### config.mk
export PLATFORM = sky130hd
export DESIGN_NAME = spi_master_arbiter
export DESIGN_NICKNAME = d
export VERILOG_FILES = /design/src/rtl/spi_master_arbiter.sv
export SDC_FILE = /design/constraint.sdc
export NUM_CORES = 1
export LEC_CHECK = 0
export ABC_AREA = 1
export CAP_MARGIN = 30
export CORE_MARGIN = 2
export CORE_UTILIZATION = 42
export CTS_BUF_LIST = sky130_fd_sc_hd__clkbuf_16
export DETAILED_ROUTE_END_ITERATION = 10
export GPL_TIMING_DRIVEN = 0
export HOLD_SLACK_MARGIN = 0.03
export MAX_ROUTING_LAYER = met4
export PLACE_DENSITY_LB_ADDON = 0.12
export SLEW_MARGIN = 5
export SYNTH_ARGS = -nofsm -noshare
export SYNTH_HDL_FRONTEND = slang
export SYNTH_SLANG_ARGS = --single-unit
### constraint.sdc
create_clock -name clock -period 1.5 [get_ports clock]
set_input_delay 0.3 -clock clock [delete_from_list [all_inputs] [get_ports clock]]
set_output_delay 0.3 -clock clock [all_outputs]
set_load 0.005 [all_outputs]
### src/rtl/spi_master_arbiter.sv
// spi_master_arbiter
// Round-robin front end that shares one spi_master between several command
// sources. The granted requester's operands are latched at grant, the
// master's busy handshake is tracked, and a one-cycle done (plus error on a
// start timeout) is returned to the owner.

module spi_master_arbiter #(
    parameter int REQUESTERS    = 2,
    parameter int DATA_WIDTH    = 16,
    parameter int ADDRESS_WIDTH = 15,
    parameter int START_TIMEOUT = 64
) (
    input  logic                                clock,
    input  logic                                reset_n,
    input  logic [REQUESTERS-1:0]               request,
    input  logic [REQUESTERS*ADDRESS_WIDTH-1:0] request_address,
    input  logic [REQUESTERS*DATA_WIDTH-1:0]    request_data,
    input  logic [REQUESTERS-1:0]               request_read_write,
    output logic [REQUESTERS-1:0]               grant,
    output logic [REQUESTERS-1:0]               done,
    output logic                                error,
    output logic [DATA_WIDTH-1:0]               response_data,
    output logic                                spi_enable,
    output logic [ADDRESS_WIDTH-1:0]            spi_address,
    output logic [DATA_WIDTH-1:0]               spi_data,
    output logic                                spi_read_write,
    input  logic                                spi_busy,
    input  logic [DATA_WIDTH-1:0]               spi_read_data,
    input  logic                                spi_read_data_valid
);

    localparam int IW = (REQUESTERS > 1) ? $clog2(REQUESTERS) : 1;
    localparam int CW = (START_TIMEOUT > 1) ? $clog2(START_TIMEOUT) : 1;

    typedef enum logic [1:0] {
        IDLE,
        ISSUE,
        ACTIVE,
        COMPLETE
    } state_t;

    state_t                    state_q;
    logic [IW-1:0]             last_grant_q;
    logic [CW-1:0]             count_q;
    logic [REQUESTERS-1:0]     grant_q;
    logic [REQUESTERS-1:0]     done_q;
    logic                      error_q;
    logic [DATA_WIDTH-1:0]     response_q;
    logic                      enable_q;
    logic [ADDRESS_WIDTH-1:0]  address_q;
    logic [DATA_WIDTH-1:0]     data_q;
    logic                      read_write_q;

    // Round-robin winner selection and operand mux for the next grant
    logic [IW-1:0]             winner_d;
    logic [IW-1:0]             cand;
    logic                      found;
    logic [REQUESTERS-1:0]     grant_d;
    logic [ADDRESS_WIDTH-1:0]  address_d;
    logic [DATA_WIDTH-1:0]     data_d;
    logic                      read_write_d;

    // Search from last_grant+1, wrapping, so the previous owner is considered last
    always_comb begin
        winner_d = last_grant_q;
        cand     = '0;
        found    = 1'b0;
        for (int unsigned k = 0; k < REQUESTERS; k++) begin
            cand = IW'((32'(last_grant_q) + k + 32'd1) % REQUESTERS);
            if (!found && request[cand]) begin
                found    = 1'b1;
                winner_d = cand;
            end
        end
    end

    // Decode the winner into a one-hot grant and pick its operands
    always_comb begin
        grant_d      = '0;
        address_d    = '0;
        data_d       = '0;
        read_write_d = 1'b0;
        for (int unsigned i = 0; i < REQUESTERS; i++) begin
            if (winner_d == IW'(i)) begin
                grant_d[i]   = 1'b1;
                address_d    = request_address[i*ADDRESS_WIDTH +: ADDRESS_WIDTH];
                data_d       = request_data[i*DATA_WIDTH +: DATA_WIDTH];
                read_write_d = request_read_write[i];
            end
        end
    end

    // Arbitration / transaction FSM with all outputs registered
    always_ff @(posedge clock) begin
        if (!reset_n) begin
            state_q      <= IDLE;
            last_grant_q <= IW'(REQUESTERS - 1);
            count_q      <= '0;
            grant_q      <= '0;
            done_q       <= '0;
            error_q      <= 1'b0;
            response_q   <= '0;
            enable_q     <= 1'b0;
            address_q    <= '0;
            data_q       <= '0;
            read_write_q <= 1'b0;
        end else begin
            case (state_q)
                IDLE: begin
                    if (found) begin
                        grant_q      <= grant_d;
                        last_grant_q <= winner_d;
                        address_q    <= address_d;
                        data_q       <= data_d;
                        read_write_q <= read_write_d;
                        enable_q     <= 1'b1;
                        count_q      <= '0;
                        state_q      <= ISSUE;
                    end
                end
                ISSUE: begin
                    // busy takes priority over a coincident timeout expiry
                    if (spi_busy) begin
                        enable_q <= 1'b0;
                        state_q  <= ACTIVE;
                    end else if (count_q == CW'(START_TIMEOUT - 1)) begin
                        enable_q <= 1'b0;
                        error_q  <= 1'b1;
                        done_q   <= grant_q;
                        state_q  <= COMPLETE;
                    end else begin
                        count_q <= count_q + 1'b1;
                    end
                end
                ACTIVE: begin
                    if (read_write_q && spi_read_data_valid) begin
                        response_q <= spi_read_data;
                    end
                    if (!spi_busy) begin
                        done_q  <= grant_q;
                        state_q <= COMPLETE;
                    end
                end
                COMPLETE: begin
                    grant_q <= '0;
                    done_q  <= '0;
                    error_q <= 1'b0;
                    state_q <= IDLE;
                end
                default: begin
                    state_q <= IDLE;
                end
            endcase
        end
    end

    assign grant          = grant_q;
    assign done           = done_q;
    assign error          = error_q;
    assign response_data  = response_q;
    assign spi_enable     = enable_q;
    assign spi_address    = address_q;
    assign spi_data       = data_q;
    assign spi_read_write = read_write_q;

endmodule

======== Yosys cells after proc, flatten, opt, wreduce, memory -nomap -nowiden ========
Cells that the tools add are included.
Widths: inputs -> output; s select.
word-level totals
  word-level logic and storage cells ...... 77
  output and inout bits ................... 54
  input port bits ......................... 86
  register bits after elaboration ......... 63
operators by class
  reductions and logical operators ........ 16
  muxes and demuxes ....................... 35
  $add $sub $neg .......................... 3
  eq/ne operators ......................... 10
  order comparisons ....................... 2
operators with widths
  cell                 count
  $mux 6               3
  $mux 1               16
  $mux 16              1
  $mux 2               8
  $mux 15              1
  $pmux 6 s2           1
  $ne 2x2->1 const B   5
  $reduce_and 3->1     3
  $pmux 2 s4           1
  $reduce_and 4->1     2
  $add 6x1->6 const B  1
  $eq 6x6->1 const B   1
  $pmux 2 s3           1
  $reduce_and 2->1     3
  $reduce_bool 2->1    3
  $eq 2x2->1 const B   2
  $lt 1x2->1 const B   2
  $pmux 1 s2           2
  $pmux 2 s2           1
  $ne 3x3->1 const B   1
  $reduce_bool 3->1    1
  $add 1x1->1 const B  2
  $eq 2x1->1 const B   1
  $logic_and 1x1->1    2
  other kinds (2)      2

======== Longest topological paths before layout ========
Gate-level depths: netlist (run 1).
  word-level depth ........................ 10
  mapped depth ............................ 10
  mapped depth without buffers ............ 9

======== Least setup slack after synthesis (run 1) ========
Ideal clock, no wire load.
  path type ............................... register -> register
  start ................................... register state_q[1]
  end ..................................... register state_q[1]
  setup time .............................. 113 ps
  slack ................................... 96 ps
  clock period less this slack ............ 1404 ps
  buffers on the path ..................... 1
  cell stages (with the launch flop) ...... 11
  data required time ...................... 1387 ps
  data arrival time ....................... 1291 ps
  path through ............................ dfxtp_1 inv_1 ha_1 clkbuf_2 inv_2 nor2_1 o21ai_1 nand3_1 nand2_1 nand2_1 nor2_1
between the ends
  word-level cells in the longest chain between the ends .. 3
  elaborated cells between the ends (all ways) .. 9
RTL lines
  what                                                       line  text
  from (decl)                                                42    state_t state_q;
  from (signal assigned)                                     96    state_q <= IDLE;
  from (signal assigned)                                     118   state_q <= ISSUE;
  from (signal assigned)                                     125   state_q <= ACTIVE;
  $eq 2x1->1 (tied with other cells)                         108   case (state_q)
  $ne 3x3->1 (no source line) or $ne 2x2->1 (tied branches)  --
  $reduce_and 3->1 (no source line)                          --
Several ways; a longest one is shown, not always the timed one.
A chain may end at the register's enable or synchronous reset.

======== Final worst setup path (run 1) ========
  start ................................... register response_q[1], in the netlist response_data[1]
  end ..................................... output response_data[1]
RTL lines
  what                    line  text
  from (decl)             48    logic [DATA_WIDTH-1:0] response_q;
  from (signal assigned)  137   response_q <= spi_read_data;
  to (decl)               22    output logic [DATA_WIDTH-1:0] response_data,
No word-level cell between the ends.

==> results.py, run 1 <==
metrics = {
    "worst_setup_path": {
        "crit_path_end_kind": "primary output",
        "cp_top_family": "buffers and inverters",
        "cp_slowest_cell": "clkdlybuf4s50_1",
        "cp_num_cells": 1,
        "crit_arrival_ps": 1170,
        "cp_max_fo": 2,
        "crit_buf_inv": 1,
        "reg2reg_depth": 8,
        "cpPeakStageDelay_ps": 510,
        "critPathKind": "register to primary output",
        "cp-start-kind": "register",
        "path_cells": "clkdlybuf4s50_1",
        "critPathRequiredTime_ps": 1200,
    },
    "yosys": {
        "yosys-top-cells-count": "128 x nand2_1, 63 x dfxtp_1, 63 x inv_1",
        "yosysMostFrequentCell": "nand2_1",
        "ys_async_sr_fraction_pct": 0,
        "netlist_instances": 446,
        "synth_edf_count": 0,
        "syn-num-nets": 537,
        "synthFlopType": "dfxtp_1",
        "yosys_warnings": 0,
        "syn_area_sq_um": 3035,
        "ys_ff_latch": 63,
        "synth.distinct_cells": 27,
        "ys_seq_area_share_pct": 41.55,
        "yosysTopAreaCellShare_pct": 41.55,
        "syn_avg_cell_area_sq_um": 6.806,
        "synth_top_cell_by_area": "dfxtp_1",
        "synth_area_leaders": "dfxtp_1 42%, nand2_1 16%, a21oi_1 9.4%, inv_1 7.8%, o21ai_0 5.1%",
    },
    "global_route": {
        "antenna_found_initial": 0,
        "grt_pass1_vias": 3059,
        "grt_pass1_wl_mm": 14.16,
        "grt_max_degree": 14,
        "grt.total_usage_pct": 23.66,
        "grt-ovfl-total": 0,
    },
    "worst_hold_path": {
        "hold_class": "input pin to register",
        "holdPathStages": 3,
    },
    "die": {
        "die_h_um": 89.01,
        "rows": 30,
        "ios": 140,
        "core-area_sq_um": 6907,
        "fp.dieArea_sq_um": 7923,
        "dieWidth_um": 89.01,
        "start_util_pct": 43.95,
    },
    "power_and_ir_drop": {
        "cellPowerDensity_nw_per_um2": 1574,
        "peakVddDrop_v": 0.001060,
        "power.leakage_nw": 2.416,
    },
    "clock_network": {
        "clk_path_buf_depth": 2,
        "clock-sinks": 63,
        "cts_tree": "done",
        "insertion_delay_ps": 320,
        "clkTransAtPathRegs_ps": 60,
        "numCtsBuffers": 9,
        "root_buffer": "clkbuf_16",
        "htree_levels": 3,
        "hold_buffers": 0,
    },
    "placed_design": {
        "dpl.hpwl_mm": 6.671,
        "place_area_sq_um": 4537,
        "gp_congestion": 0.8167,
        "numPortBuffers": 138,
        "post-place-ws_ps": -351.1,
    },
    "routing": {
        "dr.pass1.iters": 4,
        "remaining_drc_errors": 0,
        "wl_mm": 9.303,
        "via_count": 3342,
        "drtIter0Drc": 99,
        "wl_per_cell_um": 13.35,
        "drt-vias-per-instance": 4.795,
        "ant_nets": 0,
    },
    "timing": {
        "setup_viol": 0,
        "finalSetupTns_ps": 0,
        "grt_setup_unrepaired": "yes",
        "finClkSkew_ps": 5.350,
        "min_period_ps": 1474,
        "slew_violations": 0,
        "slew_headroom_pct": 68.34,
        "setup_slack_ps": 25.78,
        "period_share_pct": 98.28,
        "max_freq_mhz": 678.3,
        "final_hold_viol_count": 0,
        "worstMarginPinSlew_ps": 474.9,
    },
    "layout": {
        "final_cell_area_sq_um": 5027,
        "antenna_cells": 0,
        "final_net_count": 687,
        "synthToLayoutAreaGrowth_pct": 65.62,
        "drive_gt1_share_pct": 10.48,
    },
    "flow_run": {
        "maxCapViolations": 0,
    },
    "run_status": {
        "status": "finished clean",
    },
}
## what timing repair did
item	4_1_cts	5_1_grt
endpoints found under the setup margin	54	81
setup buffers	0	1
cloned	0	1
gates resized for setup	12	53
pin swaps	1	2
## path summary, 6_finish.rpt
kind | start | end | slack [ps]
worst min-delay path | reset_n | response_data[0] | 300
worst min register to register | response_data[7] | response_data[7] | 440
worst max-delay path | response_data[1] | response_data[1] | 30
worst max register to register | count_q[0] | done[0] | 120
## worst min-delay path: stages
cell	delay [ps]
buf_2	160
o21ai_0	80
a21oi_1	40
## sequential cells by signal (all words and copies together), names as in the netlist
name            cells
grant               2
count_q             6
spi_read_write      1
spi_data           16
done                2
spi_address        15
last_grant_q        1
error               1
spi_enable          1
state_q             2
response_data      16
## cell families after synthesis
| kind of cell | after synthesis | share of synthesized area, % |
|---|---|---|
| adders and majority gates | 5 | 2.061 |
| AOI/OAI and AO/OA | 118 | 20.24 |
| and+or+nand+nor | 170 | 22.63 |
| buffers and inverters | 90 | 13.52 |
| DFF | 63 | 41.55 |
## final cells by class
class                      count  area (sq um)
timing repair buffer         140          1448
tap                           96         120.1
multi-input combinational    293          1459
clock inverter                 7         80.08
clock buffer                   9         225.2
fill                         565          1879
buffer                        23         172.7
sequential                    63          1272
inverter                      66         250.2
## metrics by stage
step | hold slack (ps) | cells | utilization (%) | total power [W]
floorplan | 439.7 | 446 | - | 0.004208
global placement | 428.8 | 680 | 65.69 | 0.005539
detailed placement | 434.7 | 680 | 65.69 | 0.005610
CTS | 299.4 | 695 | 70.34 | 0.007759
global route | 324.4 | 697 | 72.79 | 0.008465
finish | 301.4 | 697 | 72.79 | 0.007912
## report_power, final
group	internal, W	switching [W]	leakage (nW)
combinational	0.00166	0.00178	1.76
clock	0.00130	0.000798	0.143
sequential	0.00210	0.000264	0.517
total	0.00507	0.00285	2.42
## cells in the final DEF (no fill, tap or decap), drive strengths merged, types with 3 or more instances in the layout
cell type,count
inv,67
buf,15
nand2,132
clkdlybuf4s50,115
ha,5
o21ai,53
nor2,23
clkinv,3
dfxtp,63
nand3,10
clkbuf,19
a211oi,3
a21oi,57
dlymetal6s2s,22
## per-layer routing
metal	GRT usage (%)	vias up	wire length, um
met5	-	-	0
met2	39.62	117	4445
met3	4.247	14	538
met1	28.11	1502	4139
met4	9.634	0	180
li1	-	1709	-
No activity file was read; power rests on OpenSTA's default activity.
==> run 2, diff against run 1 <==
- CORE_ASPECT_RATIO: default -> 0.75
- CORE_MARGIN: 2 -> 4
==> run 2 against run 1 <==
  * Sequential power barely moved
  * Maximum frequency is 0.39% higher
  * Highest routed layer unchanged
  * Power is 4.6% lower
  * Critical path type unchanged
  * Final cell count grew 0.29%
  * Largest cell class unchanged
==> results.py, run 2 (synthesis results as in run 1) <==
metrics = {
    "die": {
        "rows": 26,
        "start_util_pct": 43.81,
        "core-area_sq_um": 6929,
        "die_h_um": 81.63,
        "ios": 140,
        "dieWidth_um": 106.2,
        "fp.dieArea_sq_um": 8666,
    },
    "layout": {
        "regArea_sq_um": 1269,
        "fill_cells": 563,
        "synthToLayoutAreaGrowth_pct": 64.43,
        "final_net_count": 687,
        "final_cell_area_sq_um": 4991,
        "multiInputGateArea_sq_um": 1436,
        "layout_common_cells": "128 x nand2_1, 106 x clkdlybuf4s50_1, 64 x inv_1",
        "drive_gt1_share_pct": 9.817,
        "final_common_cell": "nand2_1",
        "antenna_cells": 0,
    },
    "global_route": {
        "grt_pass1_wl_mm": 14.38,
        "grt_max_degree": 11,
        "grt.total_usage_pct": 21.69,
        "grt-ovfl-total": 0,
        "grt_pass1_vias": 3099,
        "antenna_found_initial": 0,
    },
    "routing": {
        "wl_per_cell_um": 12.88,
        "drt-vias-per-instance": 4.741,
        "remaining_drc_errors": 0,
        "drtIter0Drc": 104,
        "via_count": 3314,
        "wl_mm": 9.002,
        "ant_nets": 0,
        "dr.pass1.iters": 4,
    },
    "timing": {
        "period_share_pct": 97.90,
        "max_freq_mhz": 681.0,
        "worstMarginPinSlew_ps": 501.8,
        "finClkSkew_ps": 8.881,
        "final_hold_viol_count": 0,
        "slew_violations": 0,
        "setup_slack_ps": 31.50,
        "slew_headroom_pct": 66.55,
        "holdWs_ps": 291.9,
        "setup_viol": 0,
        "min_period_ps": 1468,
        "grt_setup_unrepaired": "yes",
    },
    "placed_design": {
        "numPortBuffers": 138,
        "dpl.hpwl_mm": 6.884,
        "gp_congestion": 0.8213,
        "post-place-ws_ps": -285.9,
        "place_area_sq_um": 4539,
    },
    "worst_setup_path": {
        "cp_top_family": "buffers and inverters",
        "cpPeakStageDelay_ps": 520,
        "critPathRequiredTime_ps": 1200,
        "cp_slowest_cell": "clkdlybuf4s50_1",
        "reg2reg_depth": 10,
        "cp-start-kind": "register",
        "crit_arrival_ps": 1170,
        "cp_max_fo": 2,
        "worst_r2r_endpoint": "state_q[1]",
        "crit_path_end_kind": "primary output",
        "critPathKind": "register to primary output",
        "path_cells": "clkdlybuf4s50_1",
        "startpoint": "response_data[11]",
        "r2r_start": "state_q[1]",
        "rrSetupSlack_ps": 70,
        "crit_buf_inv": 1,
    },
    "power_and_ir_drop": {
        "power.total_w": 0.007547,
        "cellPowerDensity_nw_per_um2": 1512,
        "peakVddDrop_v": 0.0008050,
        "power.leakage_nw": 2.525,
    },
    "clock_network": {
        "clk_path_buf_depth": 2,
        "insertion_delay_ps": 330,
        "cts_tree": "done",
        "root_buffer": "clkbuf_16",
        "hold_buffers": 0,
        "clock-sinks": 63,
        "clkTransAtPathRegs_ps": 50,
        "numCtsBuffers": 9,
        "htree_levels": 3,
    },
    "worst_hold_path": {
        "min_to": "response_data[0]",
        "hp-start": "reset_n",
        "hold_class": "input pin to register",
        "holdPathStages": 3,
    },
    "run_status": {
        "status": "finished clean",
    },
    "flow_run": {
        "maxCapViolations": 0,
    },
}
[run 2: where the power goes]
group / internal, W / switching (W) / total (W)
Clock: 0.00108 / 0.000690 / 0.00177
Sequential: 0.00210 / 0.000247 / 0.00235
Combinational: 0.00166 / 0.00176 / 0.00342
Total: 0.00485 / 0.00270 / 0.00755
[run 2: per-layer routing]
metal | vias up | part of all wire, % | track usage (%)
li1 | 1715 | - | -
met1 | 1478 | 44 | 24.98
met2 | 112 | 47 | 35.27
met3 | 9 | 8.9 | 9.584
met4 | 0 | 0.97 | 5.045
met5 | - | 0 | -
[run 2: worst max path at each step]
stage | slack, ps | to | cells past startpoint
after CTS | -0.03 | done[0] | 9
after floorplan | 100 | state_q[1] | 10
after detailed placement | -290 | spi_data[14] | 7
final | 30 | response_data[11] | 1
after global placement | -280 | spi_data[14] | 7
after global routing | -20 | done[0] | 10
[run 2: stage by stage]
stage / utilization [%] / cells / setup TNS, ps
floorplan: - / 446 / 0
global placement: 65.51 / 682 / -9616
detailed placement: 65.51 / 682 / -10490
CTS: 69.70 / 698 / -0.02731
global route: 72.03 / 699 / -34.04
finish: 72.03 / 699 / 0
[run 2: cell type report]
cell class	instances	share of cell area (%)
timing repair buffer	139	29.38
multi-input combinational	293	28.78
sequential	63	25.42
inverter	66	5.064
clock buffer	9	4.512
buffer	24	3.735
tap	98	2.457
clock inverter	7	0.6518
[run 2: what timing repair did]
action,4_1_cts,5_1_grt
resized for setup,18,60
setup endpoints to repair,40,87
endpoints found under the hold margin,0,0
pin swaps,1,3
setup buffers,0,1
